## config.mk

```make
export PLATFORM = sky130hd
export DESIGN_NAME = mem_block_reader
export DESIGN_NICKNAME = d
export VERILOG_FILES = /design/src/rtl/mem_block_reader.sv
export SDC_FILE = /design/constraint.sdc
export NUM_CORES = 1
export LEC_CHECK = 0
export CAP_MARGIN = 25
export CORE_UTILIZATION = 33
export CTS_CLUSTER_SIZE = 16
export DETAILED_ROUTE_END_ITERATION = 8
export RECOVER_POWER = 100
export REMOVE_ABC_BUFFERS = 1
export SLEW_MARGIN = 20
export SYNTH_ARGS = -nofsm -noshare
export SYNTH_HDL_FRONTEND = slang
export SYNTH_SLANG_ARGS = --single-unit
```

## constraint.sdc

```tcl
create_clock -name clk -period 6.1 [get_ports clk]
set_clock_uncertainty 0.15 [all_clocks]
set_input_delay 1.83 -clock clk [delete_from_list [all_inputs] [get_ports clk]]
set_output_delay 1.83 -clock clk [all_outputs]
set_load 0.05 [all_outputs]
```

## src/rtl/mem_block_reader.sv

```systemverilog
// mem_block_reader: sequential block read engine.
// Takes a start address and a word count. Reads from a synchronous data
// memory at consecutive addresses (wrapping modulo 2^ADDR_W). Returns the
// words over a valid/ready stream through a 2-entry output buffer.
module mem_block_reader #(
  parameter int DATA_W    = 16,
  parameter int ADDR_W    = 16,
  parameter int BUF_DEPTH = 2
) (
  input  logic              clk,
  input  logic              rst,
  input  logic              start,
  input  logic [ADDR_W-1:0] start_addr,
  input  logic [ADDR_W-1:0] count,
  output logic              busy,
  output logic              done,
  output logic [ADDR_W-1:0] mem_addr,
  output logic              mem_rd_en,
  input  logic [DATA_W-1:0] mem_rdata,
  output logic [DATA_W-1:0] out_data,
  output logic              out_valid,
  input  logic              out_ready,
  output logic              out_last
);

  typedef enum logic [1:0] {IDLE, READ, DRAIN} state_t;

  // Credit limit on buffered plus returning words. Only 2 is supported.
  localparam logic [2:0] DEPTH = 3'(BUF_DEPTH);

  state_t            state_q;
  logic [ADDR_W-1:0] addr_q;
  logic [ADDR_W-1:0] issue_left_q;
  logic [ADDR_W-1:0] deliver_left_q;
  logic              busy_q;
  logic              done_q;
  logic              in_flight_q;
  logic [1:0]        occ_q;
  logic [DATA_W-1:0] buf0_q;
  logic [DATA_W-1:0] buf1_q;

  logic              push;
  logic              pop;
  logic [2:0]        occ_d;

  assign busy      = busy_q;
  assign done      = done_q;
  assign mem_addr  = addr_q;
  assign out_data  = buf0_q;
  assign out_valid = (occ_q != 2'd0);
  assign out_last  = out_valid && (deliver_left_q == ADDR_W'(1));

  // Buffer handshake and read-issue credit for the current cycle.
  // The strobe is a decode of registered state plus the same-cycle pop.
  // This lets a consumer that is always ready get one word per cycle.
  always_comb begin
    // NOTE: every always_comb output gets a default first, so no path can infer a latch.
    push      = in_flight_q;
    pop       = out_valid & out_ready;
    occ_d     = {1'b0, occ_q} + {2'b00, push} - {2'b00, pop};
    mem_rd_en = 1'b0;
    if (state_q == READ && issue_left_q != '0 && occ_d < DEPTH) begin
      mem_rd_en = 1'b1;
    end
  end

  // FSM, address/count registers and the 2-entry output buffer.
  always_ff @(posedge clk) begin
    if (rst) begin
      // NOTE: the buffer entries are reset along with control state, so out_data reads 0 after reset.
      state_q        <= IDLE;
      addr_q         <= '0;
      issue_left_q   <= '0;
      deliver_left_q <= '0;
      busy_q         <= 1'b0;
      done_q         <= 1'b0;
      in_flight_q    <= 1'b0;
      occ_q          <= 2'd0;
      buf0_q         <= '0;
      buf1_q         <= '0;
    end else begin
      // NOTE: sequential state uses non-blocking assignments only; later assignments in this block override earlier ones.
      done_q      <= 1'b0;
      in_flight_q <= mem_rd_en;
      occ_q       <= occ_d[1:0];

      // The head is always buf0. A push fills the first free slot once any pop shift is done.
      case ({push, pop})
        2'b10: begin
          if (occ_q == 2'd0) buf0_q <= mem_rdata;
          else               buf1_q <= mem_rdata;
        end
        2'b01: buf0_q <= buf1_q;
        2'b11: begin
          if (occ_q == 2'd1) begin
            buf0_q <= mem_rdata;
          end else begin
            buf0_q <= buf1_q;
            buf1_q <= mem_rdata;
          end
        end
        default: ;
      endcase

      if (pop) deliver_left_q <= deliver_left_q - ADDR_W'(1);

      case (state_q)
        IDLE: begin
          if (start) begin
            addr_q         <= start_addr;
            issue_left_q   <= count;
            deliver_left_q <= count;
            if (count != '0) begin
              busy_q  <= 1'b1;
              state_q <= READ;
            end else begin
              done_q <= 1'b1;
            end
          end
        end
        READ: begin
          if (mem_rd_en) begin
            addr_q       <= addr_q + ADDR_W'(1);
            issue_left_q <= issue_left_q - ADDR_W'(1);
            if (issue_left_q == ADDR_W'(1)) state_q <= DRAIN;
          end
        end
        DRAIN: begin
          if (pop && deliver_left_q == ADDR_W'(1)) begin
            done_q  <= 1'b1;
            busy_q  <= 1'b0;
            state_q <= IDLE;
          end
        end
        default: state_q <= IDLE;
      endcase
    end
  end

endmodule
```

==> qor.csv <==
stage,metric,value,unit
outcome,status,"finished, violations left",
outcome,failing checks,"max-capacitance violations, max-slew violations",
layout,Layout area overhead,27.9,%
global_route,first-pass GRT wire length,20100,um
worst_setup_path,Reg2Reg Depth,12,
yosys,#FFs+latches synth,87,
clocking,CTS tree,built,
power,leakage power,2.36,nW
clocking,htree depth,3,
worst_hold_path,worst min-delay path class,reg -> reg,
detailed_routing,residual DRC count,0,
job,max-cap check violation count,2,
die,Initial Util,34.2,%
timing,RSZ-0062 raised after global routing,no,
yosys,Cells after Synth,554,
global_route,gr ovfl total,0,
yosys,Synth async-reset ratio,0,%
worst_setup_path,Worst Path Arrival,3970,ps
clocking,"Clk Latency, worst-skew pair",340,ps
die,width of the die,120,um
detailed_routing,first drt pass iteration count,4,
clocking,TritonCTS Buffers,9,
worst_setup_path,CP max stage cell,fa_1,
yosys,Synth top area share,38.2,%
yosys,register area share after synthesis,38.2,%
global_route,initial antenna violation count,0,
worst_setup_path,WP depth,10,
timing,"Slew Viols, Final",94,
yosys,synth unique cells,56,
detailed_routing,WL final,12100,um
placed_design,Area after DPL,0.00560,mm2
placed_design,RePlAce Congestion,0.804,
layout,"commonest non-fill, non-tap cell in the layout",dfxtp_1,
worst_setup_path,Critical Path End Type,output port,
yosys,Main synth FF type,dfxtp_1,
worst_setup_path,crit path max fanout,4,
clocking,hold buffer count at cts,0,
worst_setup_path,R2R setup slack,2320,ps
detailed_routing,Final ANT Viol Nets,0,
clocking,Clock Path Buffers,2,
clocking,Root Driver,clkbuf_16,
power,pwr dens,384,mW/mm2
timing,Final Hold Fails,0,
detailed_routing,Starting DRT DRC Count,307,
placed_design,port bufs,88,
timing,Slew @ Worst Pin,2680,ps
worst_setup_path,"Cell Chain, Critical Path",dlygate4sd2_1 > nor2b_1 > o21bai_1 > ha_1 > fa_1 > xnor2_1 > or3_1 > or2_2 > inv_1 > buf_4,
worst_setup_path,Buffers & Inverters on Critical Path,3,
worst_setup_path,CP max stage delay,380,ps
timing,minimum clock period,5950,ps
clocking,clock sinks,87,
layout,Multi-input gate area,0.00261,mm2
layout,"Design Area, Final",0.00584,mm2
layout,fillers,1390,
layout,Storage cell area,0.00174,mm2
yosys,Synth Cell Area,0.00456,mm2
layout,Final nets,686,
worst_setup_path,startpoint types,primary input,
timing,worst hold slack,336,ps
placed_design,placed cells,791,
detailed_routing,Routed wire per std cell,15.0,um
layout,antenna cells,0,
yosys,cell accounting for the most synthesized area,dfxtp_1,
clocking,postcts setup bufs,0,
worst_setup_path,kind of critical path,in -> out,
layout,most frequent cells in the layout,"dfxtp_1, nor2_1, clkdlybuf4s50_1",
layout,share of cells above drive strength 1,5.71,%
worst_setup_path,CP Capture Point,mem_rd_en,
yosys,Post-synth EDFFs,0,
die,IO Count,89,
timing,max_slew headroom,-79.0,%
global_route,total track usage,17.4,%
timing,final setup fails,0,
layout,Non-Filler Instances,807,
detailed_routing,mean number of vias per cell,5.24,
global_route,largest net degree at the start of global routing,69,
detailed_routing,vias,4225,
worst_setup_path,CP Launch Point,out_ready,
worst_setup_path,worst reg2reg path endpoint,issue_left_q[1]$_SDFFE_PP0P_,
die,die height,120,um
die,DIE AREA,0.0143,mm2
die,core area,0.0133,mm2
worst_hold_path,min-delay src,issue_left_q[9]$_SDFFE_PP0P_,
worst_setup_path,"CP delay by family, top",simple AND/OR/NAND/NOR gates,
die,row count,42,
yosys,mean area per synthesized cell,8.24,um2
placed_design,DPL Wire Length,8180,um
timing,fin crit share,97.5,%
timing,setup TNS,0,ps
global_route,vias in the first global route,4114,
yosys,Syn. warnings,0,
worst_setup_path,Required @ worst endpoint,4120,ps
worst_setup_path,r2r startpoint,occ_q[0]$_SDFF_PP0_,
yosys,synth top area cells,"dfxtp_1, mux2i_1, nor2_1",
timing,fmax,168,MHz
clocking,"Clk pin slew, worst setup/hold paths",60,ps
power,Max VDD drop,237,uV
## cell type report
type / count / area share, %
clock inverter: 4 / 0.771
clock buffer: 12 / 4.22
inverter: 10 / 0.643
tap: 176 / 3.77
timing repair buffer: 99 / 16.0
sequential: 87 / 29.8
multi-input combinational: 419 / 44.8
## cell usage after synthesis (all sizes together) (5+ instances only)
cell    number
nand3       13
xnor2       10
ha           7
a211oi      30
dfxtp       87
o21ai       37
clkbuf      25
nor4        11
a31oi        6
nor3        21
nand2b      10
nor2        77
nand2       44
inv         10
mux2i       32
a21oi       44
or3         11
buf         13
a21o         6
nor2b        6
a311oi       5
a22o         5
## metrics by stage
step,power [W],worst slack (ps),util (%)
after CTS,0.00231,135,44.1
after floorplan,0.00141,426,-
after global placement,0.00172,-102,41.7
after detailed placement,0.00174,-116,41.9
after global routing,0.00238,32.5,43.7
final,0.00224,150,43.7
## report_power, final
group	switching (W)	internal (W)	total, W	leakage (nW)
Sequential	0.0000895	0.000671	0.000760	0.713
Clock	0.000226	0.000327	0.000552	0.146
Combinational	0.000596	0.000332	0.000928	1.50
## routing by layer
| metal | up-vias | GRT usage [%] | share of wire, % |
|---|---|---|---|
| met1 | 1984 | 22.9 | 48 |
| met5 | - | 0 | 0 |
| met3 | 11 | 4.85 | 5.3 |
| met2 | 83 | 27.6 | 45 |
| met4 | 0 | 5.23 | 1.1 |
| li1 | 2147 | - | - |
## sequential cells by signal, summed over array words and instances, names as in the netlist
signal / cells
buf1_q: 16
deliver_left_q: 16
issue_left_q: 16
mem_addr: 16
out_data: 16
occ_q: 2
state_q: 2
busy: 1
done: 1
in_flight_q: 1
## tightest hold or removal path, delay by kind of cell (launching register included)
kind | cells | cell delay (ps)
AOI/OAI and AO/OA | 2 | 130
DFF | 1 | 310
## cell families after synthesis
kind of cell    Yosys count  share of synthesized area [%]
xor+xnor                 12                           2.30
simple gates            215                           23.9
buf+inv                  48                           4.85
fa+ha+maj                 8                           2.36
flops                    87                           38.2
mux                      32                           7.02
compound gates          152                           21.4
## worst min-delay path by stage
| stage | endpoint | slack (ps) | cells after the start |
|---|---|---|---|
| 2_1_floorplan | issue_left_q[9]$_SDFFE_PP0P_ | 290 | 2 |
| 3_3_place_gp | issue_left_q[9]$_SDFFE_PP0P_ | 310 | 2 |
| 3_5_place_dp | buf1_q[6]$_SDFFE_PP0P_ | 330 | 2 |
| 6_report | issue_left_q[9]$_SDFFE_PP0P_ | 340 | 2 |
| 4_1_cts | issue_left_q[9]$_SDFFE_PP0P_ | 340 | 2 |
| 5_1_grt | issue_left_q[9]$_SDFFE_PP0P_ | 360 | 2 |
## repair_timing
action                                 CTS  global route
resized for setup                        1             0
setup endpoints to repair                1             0
endpoints found under the hold margin    0             0
No activity file was read; power rests on OpenSTA's default activity.
